File: src/rtl/alu_pkg.sv
// ---------------------------------------------------------------------------
// alu_pkg
// Shared definitions for the EX-stage ALU with its iterative multiply/divide
// unit: the 5-bit operation codes, the MD unit state encoding, the value
// used to fill LO on a divide by zero, and small op-classification helpers.
// No ports; imported by alu_md and alu_md_unit.
// ---------------------------------------------------------------------------
package alu_pkg;

  localparam logic [4:0] ALU_NOP   = 5'h00;
  localparam logic [4:0] ALU_ADD   = 5'h01;
  localparam logic [4:0] ALU_SUB   = 5'h02;
  localparam logic [4:0] ALU_AND   = 5'h03;
  localparam logic [4:0] ALU_OR    = 5'h04;
  localparam logic [4:0] ALU_SLT   = 5'h05;
  localparam logic [4:0] ALU_SLTU  = 5'h06;
  localparam logic [4:0] ALU_NOR   = 5'h07;
  localparam logic [4:0] ALU_LUI   = 5'h08;
  localparam logic [4:0] ALU_SLL   = 5'h09;
  localparam logic [4:0] ALU_SRL   = 5'h0A;
  localparam logic [4:0] ALU_SRA   = 5'h0B;
  localparam logic [4:0] ALU_XOR   = 5'h0C;
  localparam logic [4:0] ALU_MULT  = 5'h10;
  localparam logic [4:0] ALU_MULTU = 5'h11;
  localparam logic [4:0] ALU_DIV   = 5'h12;
  localparam logic [4:0] ALU_DIVU  = 5'h13;
  localparam logic [4:0] ALU_MFHI  = 5'h14;
  localparam logic [4:0] ALU_MFLO  = 5'h15;
  localparam logic [4:0] ALU_MTHI  = 5'h16;
  localparam logic [4:0] ALU_MTLO  = 5'h17;

  // A divide by zero leaves LO filled with this bit (all ones) and copies
  // the original dividend into HI; no exception is raised.
  localparam logic DIVZ_LO_FILL = 1'b1;

  // MD unit sequencing: idle, WIDTH shift/add or shift/subtract steps,
  // then one final step that applies the sign fix and writes HI/LO.
  typedef enum logic [1:0] {
    MD_IDLE,
    MD_RUN,
    MD_FINISH
  } md_state_e;

  // True for the ops that start a multi-cycle multiply or divide.
  function automatic logic is_md_op(input logic [4:0] op);
    return (op == ALU_MULT) || (op == ALU_MULTU) ||
           (op == ALU_DIV)  || (op == ALU_DIVU);
  endfunction

  // True for every op that needs the MD unit or its HI/LO registers, and
  // therefore has to wait while the unit is iterating.
  function automatic logic uses_md_unit(input logic [4:0] op);
    return (op >= ALU_MULT) && (op <= ALU_MTLO);
  endfunction

endpackage

File: src/rtl/alu_md_unit.sv
// ---------------------------------------------------------------------------
// alu_md_unit
// Iterative multiply/divide unit with HI/LO registers. A multiply is a
// radix-2 shift-and-add over operand magnitudes; a divide is a restoring
// radix-2 divide over magnitudes. The sign is applied in the final step.
// Ports:
//   clk, rstn        clock, synchronous active-low reset
//   start            latch op/a/b and begin iterating (only sampled when idle)
//   op               ALU op code (MULT, MULTU, DIV, DIVU)
//   a, b             multiplicand/multiplier or dividend/divisor
//   mt_hi, mt_lo     load HI / LO from mt_data (only sampled when idle)
//   mt_data          value for MTHI/MTLO
//   busy             unit is iterating
//   hi, lo           architectural HI/LO registers
// ---------------------------------------------------------------------------
module alu_md_unit
  import alu_pkg::*;
#(
  parameter int WIDTH = 32
) (
  input  logic             clk,
  input  logic             rstn,
  input  logic             start,
  input  logic [4:0]       op,
  input  logic [WIDTH-1:0] a,
  input  logic [WIDTH-1:0] b,
  input  logic             mt_hi,
  input  logic             mt_lo,
  input  logic [WIDTH-1:0] mt_data,
  output logic             busy,
  output logic [WIDTH-1:0] hi,
  output logic [WIDTH-1:0] lo
);

  localparam int SHW = $clog2(WIDTH);
  localparam logic [SHW-1:0] LAST_ITER = SHW'(WIDTH - 1);

  md_state_e          r_state;
  md_state_e          w_nextState;
  logic [SHW-1:0]     r_cnt;
  logic [WIDTH-1:0]   r_accHi;
  logic [WIDTH-1:0]   r_accLo;
  logic [WIDTH-1:0]   r_opB;
  logic [WIDTH-1:0]   r_origA;
  logic [WIDTH-1:0]   r_hi;
  logic [WIDTH-1:0]   r_lo;
  logic               r_isDiv;
  logic               r_negRes;
  logic               r_negRem;
  logic               r_divZero;

  logic               w_isSigned;
  logic               w_isDivOp;
  logic [WIDTH-1:0]   w_magA;
  logic [WIDTH-1:0]   w_magB;
  logic [WIDTH-1:0]   w_addend;
  logic [WIDTH:0]     w_sum;
  logic [WIDTH:0]     w_shifted;
  logic               w_fits;
  logic [WIDTH-1:0]   w_trial;
  logic [2*WIDTH-1:0] w_prod;
  logic [2*WIDTH-1:0] w_prodFix;
  logic [WIDTH-1:0]   w_quotFix;
  logic [WIDTH-1:0]   w_remFix;

  // Operand preparation at issue: signed ops iterate on magnitudes. The
  // most-negative value maps onto itself, which read as unsigned is the
  // correct magnitude 2^(WIDTH-1).
  assign w_isSigned = (op == ALU_MULT) || (op == ALU_DIV);
  assign w_isDivOp  = (op == ALU_DIV)  || (op == ALU_DIVU);
  assign w_magA     = (w_isSigned && a[WIDTH-1]) ? -a : a;
  assign w_magB     = (w_isSigned && b[WIDTH-1]) ? -b : b;

  // One multiply step: conditionally add the multiplicand into the upper
  // half, then shift the whole {carry, accHi, accLo} right by one. The
  // multiplier bits are consumed from the bottom of accLo.
  assign w_addend = r_accLo[0] ? r_opB : '0;
  assign w_sum    = {1'b0, r_accHi} + {1'b0, w_addend};

  // One restoring divide step: shift the partial remainder left, pulling in
  // the next dividend bit, and subtract the divisor if it fits. The shifted
  // value needs one extra bit; the subtraction result always fits WIDTH bits
  // because it is only kept when it is smaller than the divisor.
  assign w_shifted = {r_accHi, r_accLo[WIDTH-1]};
  assign w_fits    = (w_shifted >= {1'b0, r_opB});
  assign w_trial   = w_shifted[WIDTH-1:0] - r_opB;

  // Final sign fix: product sign is the XOR of operand signs, the quotient
  // likewise, and the remainder follows the dividend.
  assign w_prod    = {r_accHi, r_accLo};
  assign w_prodFix = r_negRes ? -w_prod : w_prod;
  assign w_quotFix = r_negRes ? -r_accLo : r_accLo;
  assign w_remFix  = r_negRem ? -r_accHi : r_accHi;

  // State register of the sequencing FSM.
  always_ff @(posedge clk) begin
    if (!rstn) begin
      r_state <= MD_IDLE;
    end else begin
      r_state <= w_nextState;
    end
  end

  // Next-state logic: WIDTH iteration steps, then a single finish step.
  always_comb begin
    w_nextState = r_state;
    case (r_state)
      MD_IDLE: begin
        if (start) begin
          w_nextState = MD_RUN;
        end
      end
      MD_RUN: begin
        if (r_cnt == LAST_ITER) begin
          w_nextState = MD_FINISH;
        end
      end
      MD_FINISH: begin
        w_nextState = MD_IDLE;
      end
      default: begin
        w_nextState = MD_IDLE;
      end
    endcase
  end

  // Datapath: latch operands at issue, iterate, then commit HI/LO. HI/LO
  // only change on the finish step or on a move-to when idle, so a reset
  // mid-operation discards the partial result.
  always_ff @(posedge clk) begin
    if (!rstn) begin
      r_cnt     <= '0;
      r_accHi   <= '0;
      r_accLo   <= '0;
      r_opB     <= '0;
      r_origA   <= '0;
      r_hi      <= '0;
      r_lo      <= '0;
      r_isDiv   <= 1'b0;
      r_negRes  <= 1'b0;
      r_negRem  <= 1'b0;
      r_divZero <= 1'b0;
    end else begin
      case (r_state)
        MD_IDLE: begin
          if (start) begin
            r_cnt     <= '0;
            r_accHi   <= '0;
            r_accLo   <= w_magA;
            r_opB     <= w_magB;
            r_origA   <= a;
            r_isDiv   <= w_isDivOp;
            r_negRes  <= w_isSigned && (a[WIDTH-1] ^ b[WIDTH-1]);
            r_negRem  <= w_isSigned && a[WIDTH-1];
            r_divZero <= w_isDivOp && (b == '0);
          end else begin
            if (mt_hi) begin
              r_hi <= mt_data;
            end
            if (mt_lo) begin
              r_lo <= mt_data;
            end
          end
        end
        MD_RUN: begin
          r_cnt <= r_cnt + 1'b1;
          if (r_isDiv) begin
            r_accHi <= w_fits ? w_trial : w_shifted[WIDTH-1:0];
            r_accLo <= {r_accLo[WIDTH-2:0], w_fits};
          end else begin
            r_accHi <= w_sum[WIDTH:1];
            r_accLo <= {w_sum[0], r_accLo[WIDTH-1:1]};
          end
        end
        MD_FINISH: begin
          r_cnt <= '0;
          if (r_isDiv) begin
            if (r_divZero) begin
              r_lo <= {WIDTH{DIVZ_LO_FILL}};
              r_hi <= r_origA;
            end else begin
              r_lo <= w_quotFix;
              r_hi <= w_remFix;
            end
          end else begin
            r_lo <= w_prodFix[WIDTH-1:0];
            r_hi <= w_prodFix[2*WIDTH-1:WIDTH];
          end
        end
        default: begin
          r_cnt <= '0;
        end
      endcase
    end
  end

  assign busy = (r_state != MD_IDLE);
  assign hi   = r_hi;
  assign lo   = r_lo;

endmodule

File: src/rtl/alu_md.sv
// ---------------------------------------------------------------------------
// alu_md
// EX-stage ALU: single-cycle integer ops computed combinationally on C, plus
// an iterative multiply/divide unit with HI/LO. Stall freezes the front of
// the pipeline while an op that needs the MD unit waits for it.
// Ports:
//   clk, rstn   clock, synchronous active-low reset
//   A, B        operands (A[SHW-1:0] is the shift amount for shifts)
//   ALUOp       5-bit op code (see alu_pkg)
//   OpValid     EX stage holds a real instruction
//   C           result (combinational)
//   Zero        C == 0
//   Overflow    signed overflow on ADD/SUB, else 0
//   Busy        MD unit is iterating
//   Stall       the current op cannot complete this cycle
// ---------------------------------------------------------------------------
module alu_md
  import alu_pkg::*;
#(
  parameter int WIDTH = 32
) (
  input  logic             clk,
  input  logic             rstn,
  input  logic [WIDTH-1:0] A,
  input  logic [WIDTH-1:0] B,
  input  logic [4:0]       ALUOp,
  input  logic             OpValid,
  output logic [WIDTH-1:0] C,
  output logic             Zero,
  output logic             Overflow,
  output logic             Busy,
  output logic             Stall
);

  localparam int SHW = $clog2(WIDTH);

  logic [SHW-1:0]   w_shamt;
  logic [WIDTH-1:0] w_sum;
  logic [WIDTH-1:0] w_diff;
  logic             w_addOvf;
  logic             w_subOvf;
  logic             w_busy;
  logic             w_issueOk;
  logic             w_start;
  logic             w_mtHi;
  logic             w_mtLo;
  logic [WIDTH-1:0] w_hi;
  logic [WIDTH-1:0] w_lo;
  logic [WIDTH-1:0] w_result;
  logic             w_ovf;

  // Adder/subtractor shared by the result mux and the overflow detect.
  // Signed overflow: operands agree in sign (ADD) or differ (SUB) and the
  // result sign differs from A.
  assign w_shamt  = A[SHW-1:0];
  assign w_sum    = A + B;
  assign w_diff   = A - B;
  assign w_addOvf = (A[WIDTH-1] == B[WIDTH-1]) && (w_sum[WIDTH-1]  != A[WIDTH-1]);
  assign w_subOvf = (A[WIDTH-1] != B[WIDTH-1]) && (w_diff[WIDTH-1] != A[WIDTH-1]);

  // Anything touching the MD unit is accepted only while it is idle; an op
  // that is stalled is neither issued nor allowed to write HI/LO. Non-MD ops
  // complete regardless of Busy so independent work overlaps the iteration.
  assign w_issueOk = OpValid && !w_busy;
  assign w_start   = w_issueOk && is_md_op(ALUOp);
  assign w_mtHi    = w_issueOk && (ALUOp == ALU_MTHI);
  assign w_mtLo    = w_issueOk && (ALUOp == ALU_MTLO);
  assign Stall     = OpValid && w_busy && uses_md_unit(ALUOp);

  alu_md_unit #(
    .WIDTH (WIDTH)
  ) u_md (
    .clk     (clk),
    .rstn    (rstn),
    .start   (w_start),
    .op      (ALUOp),
    .a       (A),
    .b       (B),
    .mt_hi   (w_mtHi),
    .mt_lo   (w_mtLo),
    .mt_data (A),
    .busy    (w_busy),
    .hi      (w_hi),
    .lo      (w_lo)
  );

  // Result mux. Unknown op codes fall through to the NOP behaviour (C = A);
  // MD issue and move-to ops also pass A through.
  always_comb begin
    w_result = A;
    w_ovf    = 1'b0;
    case (ALUOp)
      ALU_NOP:   w_result = A;
      ALU_ADD: begin
        w_result = w_sum;
        w_ovf    = w_addOvf;
      end
      ALU_SUB: begin
        w_result = w_diff;
        w_ovf    = w_subOvf;
      end
      ALU_AND:   w_result = A & B;
      ALU_OR:    w_result = A | B;
      ALU_SLT:   w_result = {{(WIDTH-1){1'b0}}, ($signed(A) < $signed(B))};
      ALU_SLTU:  w_result = {{(WIDTH-1){1'b0}}, (A < B)};
      ALU_NOR:   w_result = ~(A | B);
      ALU_LUI:   w_result = {B[WIDTH/2-1:0], {(WIDTH/2){1'b0}}};
      ALU_SLL:   w_result = B << w_shamt;
      ALU_SRL:   w_result = B >> w_shamt;
      ALU_SRA:   w_result = $signed(B) >>> w_shamt;
      ALU_XOR:   w_result = A ^ B;
      ALU_MULT:  w_result = A;
      ALU_MULTU: w_result = A;
      ALU_DIV:   w_result = A;
      ALU_DIVU:  w_result = A;
      ALU_MFHI:  w_result = w_hi;
      ALU_MFLO:  w_result = w_lo;
      ALU_MTHI:  w_result = A;
      ALU_MTLO:  w_result = A;
      default:   w_result = A;
    endcase
  end

  assign C        = w_result;
  assign Zero     = (w_result == '0);
  assign Overflow = w_ovf;
  assign Busy     = w_busy;

endmodule

File: config.mk
export PLATFORM = sky130hd
export DESIGN_NAME = alu_md
export DESIGN_NICKNAME = d
export VERILOG_FILES = /design/src/rtl/alu_pkg.sv /design/src/rtl/alu_md_unit.sv /design/src/rtl/alu_md.sv
export SDC_FILE = /design/constraint.sdc
export NUM_CORES = 2
export LEC_CHECK = 0
export ABC_AREA = 1
export CORE_ASPECT_RATIO = 0.5
export CORE_MARGIN = 3
export CORE_UTILIZATION = 45
export DETAILED_ROUTE_END_ITERATION = 8
export DONT_BUFFER_PORTS = 1
export PLACE_DENSITY = 0.63
export SLEW_MARGIN = 30
export SYNTH_ARGS = -nofsm -noshare
export SYNTH_HDL_FRONTEND = slang
export SYNTH_SLANG_ARGS = --single-unit
File: constraint.sdc
create_clock -name clk -period 4.94 [get_ports clk]
set_input_delay 0.741 -clock clk [delete_from_list [all_inputs] [get_ports clk]]
set_output_delay 0.741 -clock clk [all_outputs]
set_load 0.05 [all_outputs]
Word-level counts from Yosys, hierarchy flattened:

Cells that the tools add are included.

* add/subtract/negate cells: 10
* multiply operators: 0
* div/mod/pow operators: 0
* $lt $le $gt $ge: 5
* equality and inequality tests: 32
* shift-type cells: 3
* multiplexer cells: 30
* bitwise operators: 5
* reductions and logical operators: 30

Operators with widths (count)
* 32-bit two-way mux: 18
* 32-bit one-hot mux with 14 select lines: 1
* 32-bit one-hot mux with 2 select lines: 4
* 32-bit negator: 4
* 32-bit logical NOT: 2
* 32-bit less-than comparator: 2
* 64-bit two-way mux: 1
* 64-bit negator: 1
* 32-bit subtractor: 2
* 5-bit == test (second input constant): 9
* 32-bit by 32-bit adder with 33-bit output: 1
* 33-bit by 32-bit >= comparator with 1-bit output: 1
* 32-bit adder: 1
* 32-bit AND: 1
* 32-bit NOT: 1
* 32-bit bitwise OR: 1
* 32-bit by 5-bit << shifter with 32-bit output: 1
* 32-bit by 5-bit >> shifter with 32-bit output: 1
* 32-bit by 5-bit >>> shifter with 32-bit output: 1
* 32-bit bitwise XOR: 1
* 5-bit by 4-bit == test with 1-bit output (second input constant): 5
* 5-bit by 3-bit == test with 1-bit output (second input constant): 4
* 1-bit logical AND: 13
* 5-bit by 2-bit == test with 1-bit output (second input constant): 2
* other kinds (22): 37

* register bits: 203
* latch bits: 0
* RAM bits: 0
* memory bits (read-only): 0
* word-level logic and storage cells: 127
* memories: 0

Logic depth before layout (Yosys ltp):

* depth in word-level cells: 7
* depth in mapped cells: 24
* depth with buffers taken out: 22

Modules after synthesis:

Synthesis repeated with hierarchy kept, for this count alone.

* cells, all modules: 5902
* area total of the unflattened synthesis: 30550.6 um2

Modules (own cells, without submodules)
* alu_md_unit: instances 1, cells each 3379, area an instance 18933.2 um2, sequential area each 4063.9 um2
* alu_md: instances 1, cells each 2523, area an instance 11617.4 um2, sequential area each 0.0 um2

Worst setup path before layout:

No wires, ideal clock.

* kind: input to output
* start: input A[4]
* end: output Zero
* arrival: 4413 ps
* required time: 4199 ps
* slack: -214 ps
* cell stages on the path: 21
* cells stage by stage: buf_6 -> clkinv_2 -> clkbuf_1 -> buf_1 -> ha_1 -> clkbuf_1 -> o21ai_0 -> inv_1 -> nand3_1 -> nand3_1 -> nand2_1 -> nand2_1 -> nand2_1 -> nand2_1 -> nand3_1 -> nand4_1 -> nor2_1 -> nand2_1 -> nor2_1 -> nand2_1 -> nor2_1

* elaborated cells between the ends (all ways): 13

RTL lines
* from (decl): RTL line alu_md.sv:24 `input logic [WIDTH-1:0] A,`
* 32-bit subtractor (tied with other cells): RTL line alu_md.sv:57 `assign w_diff = A - B;`
* 32-bit one-hot mux with 14 select lines (*): RTL line alu_md.sv:92 `case (ALUOp)`
* via C[29]: RTL line alu_md.sv:28 `output logic [WIDTH-1:0] C,`
* 32-bit logical NOT (*): RTL line alu_md.sv:125 `assign Zero = (w_result == '0);`
* to (decl): RTL line alu_md.sv:29 `output logic Zero,`

Mark *: on every way through the listed nets, which the timed path passes. The rest lies on a longest branch.

Worst setup path in the final report:

* start: input A[6]
* end: output Zero

* cells in the longest elaborated chain, start to end: 4
* elaborated cells between the ends (all ways): 10

Ends and longest elaborated chain (RTL line)
* parallel branches: the longest is 2 deep, another holds 32-bit subtractor
* 32-bit one-hot mux with 14 select lines (*): alu_md.sv:92
* 32-bit logical NOT (*): alu_md.sv:125

Every way passes the cells marked *.

==> impl_metrics.toml <==
[sta]
final_hold_viol_count = 0
max_slew_margin_pct = 31.86
fin_setup_tns_ns = 0
tightestPinTransition_ns = 1.021
finalCritPeriodShare_pct = 98.21
maxClockFrequency_ghz = 0.2061
finalHoldWorstSlack_ns = 0.3514
rsz_0062_raised_after_global_routing = "no"
finalSetupViolCount = 0
timing.clock.skew_ns = 0.02449
max_slew_violations = 0
period_needed_ns = 4.851

[die]
die_outline_height_um = 185.1
floorplan.initialDensity_pct = 46.32
placementRows = 64
placeableCoreArea_mm2 = 0.06230
design.die.area_mm2 = 0.06738
die_width_um = 364.1
io_pins = 108

[setup_path]
timing.rr.end = "u_md.r_accHi[26]$_SDFFE_PN0P_"
crit_required_ns = 4.20
start_kind = "input port"
arrival_ns = 4.11
r2r_cells = 17
timing_worst_setup_path_type = "in -> out"
crit-reg2reg-launch = "u_md.r_accLo[0]$_SDFFE_PN0P_"
highest_net_fanout_along_the_worst_path = 8
cp-end-kind = "primary output"
regToRegSetupSlack_ns = 1.19

[yosys]
ys_top_cells_by_area = "sky130_fd_sc_hd__nand2_1 (20%), sky130_fd_sc_hd__dfxtp_1 (14%), sky130_fd_sc_hd__nand3_1 (10%)"
synth.avg_cell_area_um2 = 5.321
synth_top_cell_area_share_pct = 19.80
synth_cells = 5423
synth.ff_latch_count = 203
syn-num-nets = 5672
sequential_cell_area_fraction_in_the_yosys_report_pct = 14.08
yosys_warnings = 0
yosys_most_used_dff = "sky130_fd_sc_hd__dfxtp_1"
ys_types = 59
asyncSetResetFlopFracSynth_pct = 0
synth_enable_flop_cells = 0
yosysTopAreaCell = "sky130_fd_sc_hd__nand2_1"
synthesis.area_mm2 = 0.02886

[detailed_routing]
post-route-drc-count = 4
first_pass_iters = 9
detail_route.wirelength_mm = 165.4
routed-via-count = 39171
routed_wire_length_per_instance_um = 26.77
antenna_violating_nets_post_route = 0
detail_route.vias_per_cell = 6.338
detailed_route_iter0_violations = 6573

[layout]
fillers = 6826
areaGrowthSynthToFinish_pct = 6.885
final-seq-area_mm2 = 0.004066
multiInputGateArea_mm2 = 0.02132
final_net_count = 5580
final_layout_size_suffix_gt1_share_pct = 4.598

[clocking]
tritoncts = "built"
path_clk_slew_ns = 0.05
numCtsBuffers = 26
cts-root-to-sink-buffers = 3
worstSkewPairLatency_ns = 0.56
number_of_clock_sinks = 203
cts_resized = 0
htree_levels = 1
ctsHoldBuffers = 0
post-cts-setup-buffers = 0
clockRootBuffer = "sky130_fd_sc_hd__clkbuf_16"

[run_status]
run_status = "finished, violations left"
violations = "DRC"

[place]
dp_hpwl_mm = 131.5
place.gp.congestion = 1.138
numPortBuffers = 0

[worst_hold_path]
hp-start = "rstn"
holdPathEnd = "u_md.lo[27]$_SDFFE_PN0P_"
worst_hold_path_type = "in -> reg"
hold-path-cell-count = 2

[flow_run]
max_cap_violations = 0

[global_routing]
pin_count_of_the_biggest_net_entering_global_routing = 141
gr-total-overflow = 0
grt_use_total_pct = 46.76
number_of_antenna_violations_at_the_first_check_in_global_routing = 15
first_global_vias = 34850
grt_pass1_wl_mm = 232.5

[pwr]
power_density_mw_per_mm2 = 204.6
ir_worst_vdd_mv = 0.1941
power_mw = 6.309
p_leak_nw = 15.58
==> worst max-delay path by stage <==
stage,end,cells after the start,start,slack (ns)
2_1_floorplan,Zero,21,A[4],0.007
3_3_place_gp,Zero,20,ALUOp[1],0.11
3_5_place_dp,Zero,19,A[11],0.14
4_1_cts,Zero,19,A[11],0.13
5_1_grt,Zero,19,A[19],0.04
6_report,Zero,20,A[6],0.09
==> report_power, final <==
part           switching [mW]  total (mW)  internal, mW
logic                    1.94        2.61         0.670
registers              0.0608        1.74          1.68
clock network           0.821        1.96          1.14
total                    2.82        6.31          3.49
==> sequential cells by signal (all words and copies together) (netlist names) <==
| register | count |
|---|---|
| u_md.r_negRes | 1 |
| u_md.r_accHi | 32 |
| u_md.r_negRem | 1 |
| u_md.r_state | 2 |
| u_md.r_accLo | 32 |
| u_md.r_divZero | 1 |
| u_md.r_origA | 32 |
| u_md.r_cnt | 5 |
| u_md.r_isDiv | 1 |
| u_md.hi | 32 |
| u_md.r_opB | 32 |
| u_md.lo | 32 |
==> metal layers <==
layer  vias up  GRT usage (%)  share of wire, %  wire, um
li1      17595              -                 -         -
met1     17884          60.87                39     64050
met2      3141          68.01                39     65020
met3       549          16.14                15     25460
met4         2          24.48               6.5     10810
met5         -         0.7703             0.047        77
==> stage by stage <==
| step | util (%) | instance area, um2 | instances | setup WS (ns) |
|---|---|---|---|---|
| finish | 49.51 | 30840 | 6180 | 0.08857 |
| global placement | 48.11 | 29970 | 6128 | 0.1064 |
| global route | 49.49 | 30830 | 6175 | 0.04361 |
| CTS | 49.48 | 30830 | 6175 | 0.1331 |
| floorplan | - | 28860 | 5423 | 0.006657 |
| detailed placement | 48.11 | 29980 | 6128 | 0.1427 |
==> cell usage after synthesis, types with 6 or more instances <==
cell type and n:
sky130_fd_sc_hd__nand2_1 1522, sky130_fd_sc_hd__inv_1 646, sky130_fd_sc_hd__nor2_1 589, sky130_fd_sc_hd__nand3_1 574
sky130_fd_sc_hd__o21ai_0 477, sky130_fd_sc_hd__a21oi_1 437, sky130_fd_sc_hd__dfxtp_1 203, sky130_fd_sc_hd__clkbuf_1 175
sky130_fd_sc_hd__ha_1 173, sky130_fd_sc_hd__nor3_1 90, sky130_fd_sc_hd__nand4_1 69, sky130_fd_sc_hd__xor2_1 56
sky130_fd_sc_hd__a31oi_1 44, sky130_fd_sc_hd__buf_2 34, sky130_fd_sc_hd__o211ai_1 34, sky130_fd_sc_hd__buf_1 30
sky130_fd_sc_hd__o21bai_1 20, sky130_fd_sc_hd__o21ai_1 18, sky130_fd_sc_hd__o22ai_1 18, sky130_fd_sc_hd__inv_2 17
sky130_fd_sc_hd__xnor2_1 17, sky130_fd_sc_hd__a21o_1 16, sky130_fd_sc_hd__o221ai_1 14, sky130_fd_sc_hd__nor2_2 13
sky130_fd_sc_hd__and2_1 12, sky130_fd_sc_hd__nand3b_1 12, sky130_fd_sc_hd__nor4_1 12, sky130_fd_sc_hd__a211oi_1 10
sky130_fd_sc_hd__o31ai_1 10, sky130_fd_sc_hd__clkinv_1 8, sky130_fd_sc_hd__or2_2 7, sky130_fd_sc_hd__a221oi_1 6
sky130_fd_sc_hd__nor2_4 6
==> layout make-up <==
| cell class | instances | share of cell area, % |
|---|---|---|
| Clock buffer | 36 | 2.365 |
| Inverter | 672 | 8.190 |
| Sequential cell | 203 | 13.18 |
| Tap cell | 825 | 3.347 |
| Multi-Input combinational cell | 4302 | 69.13 |
| Timing Repair Buffer | 126 | 3.351 |
| Clock inverter | 11 | 0.3935 |
| Antenna cell | 5 | 0.04057 |
==> worst max-delay path, cell delays in order <==
cell,delay (ns)
sky130_fd_sc_hd__inv_1,0.23
sky130_fd_sc_hd__ha_1,0.44
sky130_fd_sc_hd__inv_1,0.31
sky130_fd_sc_hd__nand2_1,0.17
sky130_fd_sc_hd__nor2_1,0.33
sky130_fd_sc_hd__nand2_1,0.10
sky130_fd_sc_hd__nor2_1,0.11
sky130_fd_sc_hd__nand2_1,0.15
sky130_fd_sc_hd__nand3_1,0.13
sky130_fd_sc_hd__nand2_1,0.06
sky130_fd_sc_hd__nand3_1,0.06
sky130_fd_sc_hd__nand2_1,0.11
sky130_fd_sc_hd__nor2_1,0.10
sky130_fd_sc_hd__nand3_1,0.22
sky130_fd_sc_hd__nor2_1,0.17
sky130_fd_sc_hd__nand2_1,0.09
sky130_fd_sc_hd__nor2_1,0.08
sky130_fd_sc_hd__nand2_1,0.11
sky130_fd_sc_hd__nor2_2,0.22
sky130_fd_sc_hd__buf_12,0.17
==> cell families (layout without fill, tap and decap cells) <==
group / Yosys count / count (layout) / synth area share, %
muxes: 1 / 1 / 0.03469
buffers and inverters: 918 / 845 / 12.22
other: 0 / 5 / 0
xor gates and xnor gates: 73 / 73 / 2.216
adders and majority gates: 177 / 177 / 7.779
AOI/OAI and AO/OA: 1124 / 1124 / 21.04
DFF: 203 / 203 / 14.08
and+or+nand+nor: 2927 / 2927 / 42.62
==> placed cells by master (no fill, tap or decap), types with 10 or more instances in the layout <==
master,instances
sky130_fd_sc_hd__nor2_1,581
sky130_fd_sc_hd__a21o_1,16
sky130_fd_sc_hd__xor2_1,56
sky130_fd_sc_hd__o21bai_1,20
sky130_fd_sc_hd__inv_1,644
sky130_fd_sc_hd__buf_4,119
sky130_fd_sc_hd__nand3_1,573
sky130_fd_sc_hd__o21ai_1,18
sky130_fd_sc_hd__xnor2_1,17
sky130_fd_sc_hd__nand3b_1,12
sky130_fd_sc_hd__nor2_2,17
sky130_fd_sc_hd__and2_1,12
sky130_fd_sc_hd__nor2_4,10
sky130_fd_sc_hd__o211ai_1,34
sky130_fd_sc_hd__clkbuf_16,27
sky130_fd_sc_hd__nor3_1,90
sky130_fd_sc_hd__a211oi_1,10
sky130_fd_sc_hd__dfxtp_1,201
sky130_fd_sc_hd__o221ai_1,14
sky130_fd_sc_hd__o21ai_0,477
sky130_fd_sc_hd__nand4_1,69
sky130_fd_sc_hd__o22ai_1,18
sky130_fd_sc_hd__inv_2,19
sky130_fd_sc_hd__nor4_1,11
sky130_fd_sc_hd__nand2_1,1521
sky130_fd_sc_hd__o31ai_1,10
sky130_fd_sc_hd__ha_1,172
sky130_fd_sc_hd__a31oi_1,44
sky130_fd_sc_hd__a21oi_1,437
(Power assumes the default switching activity.)
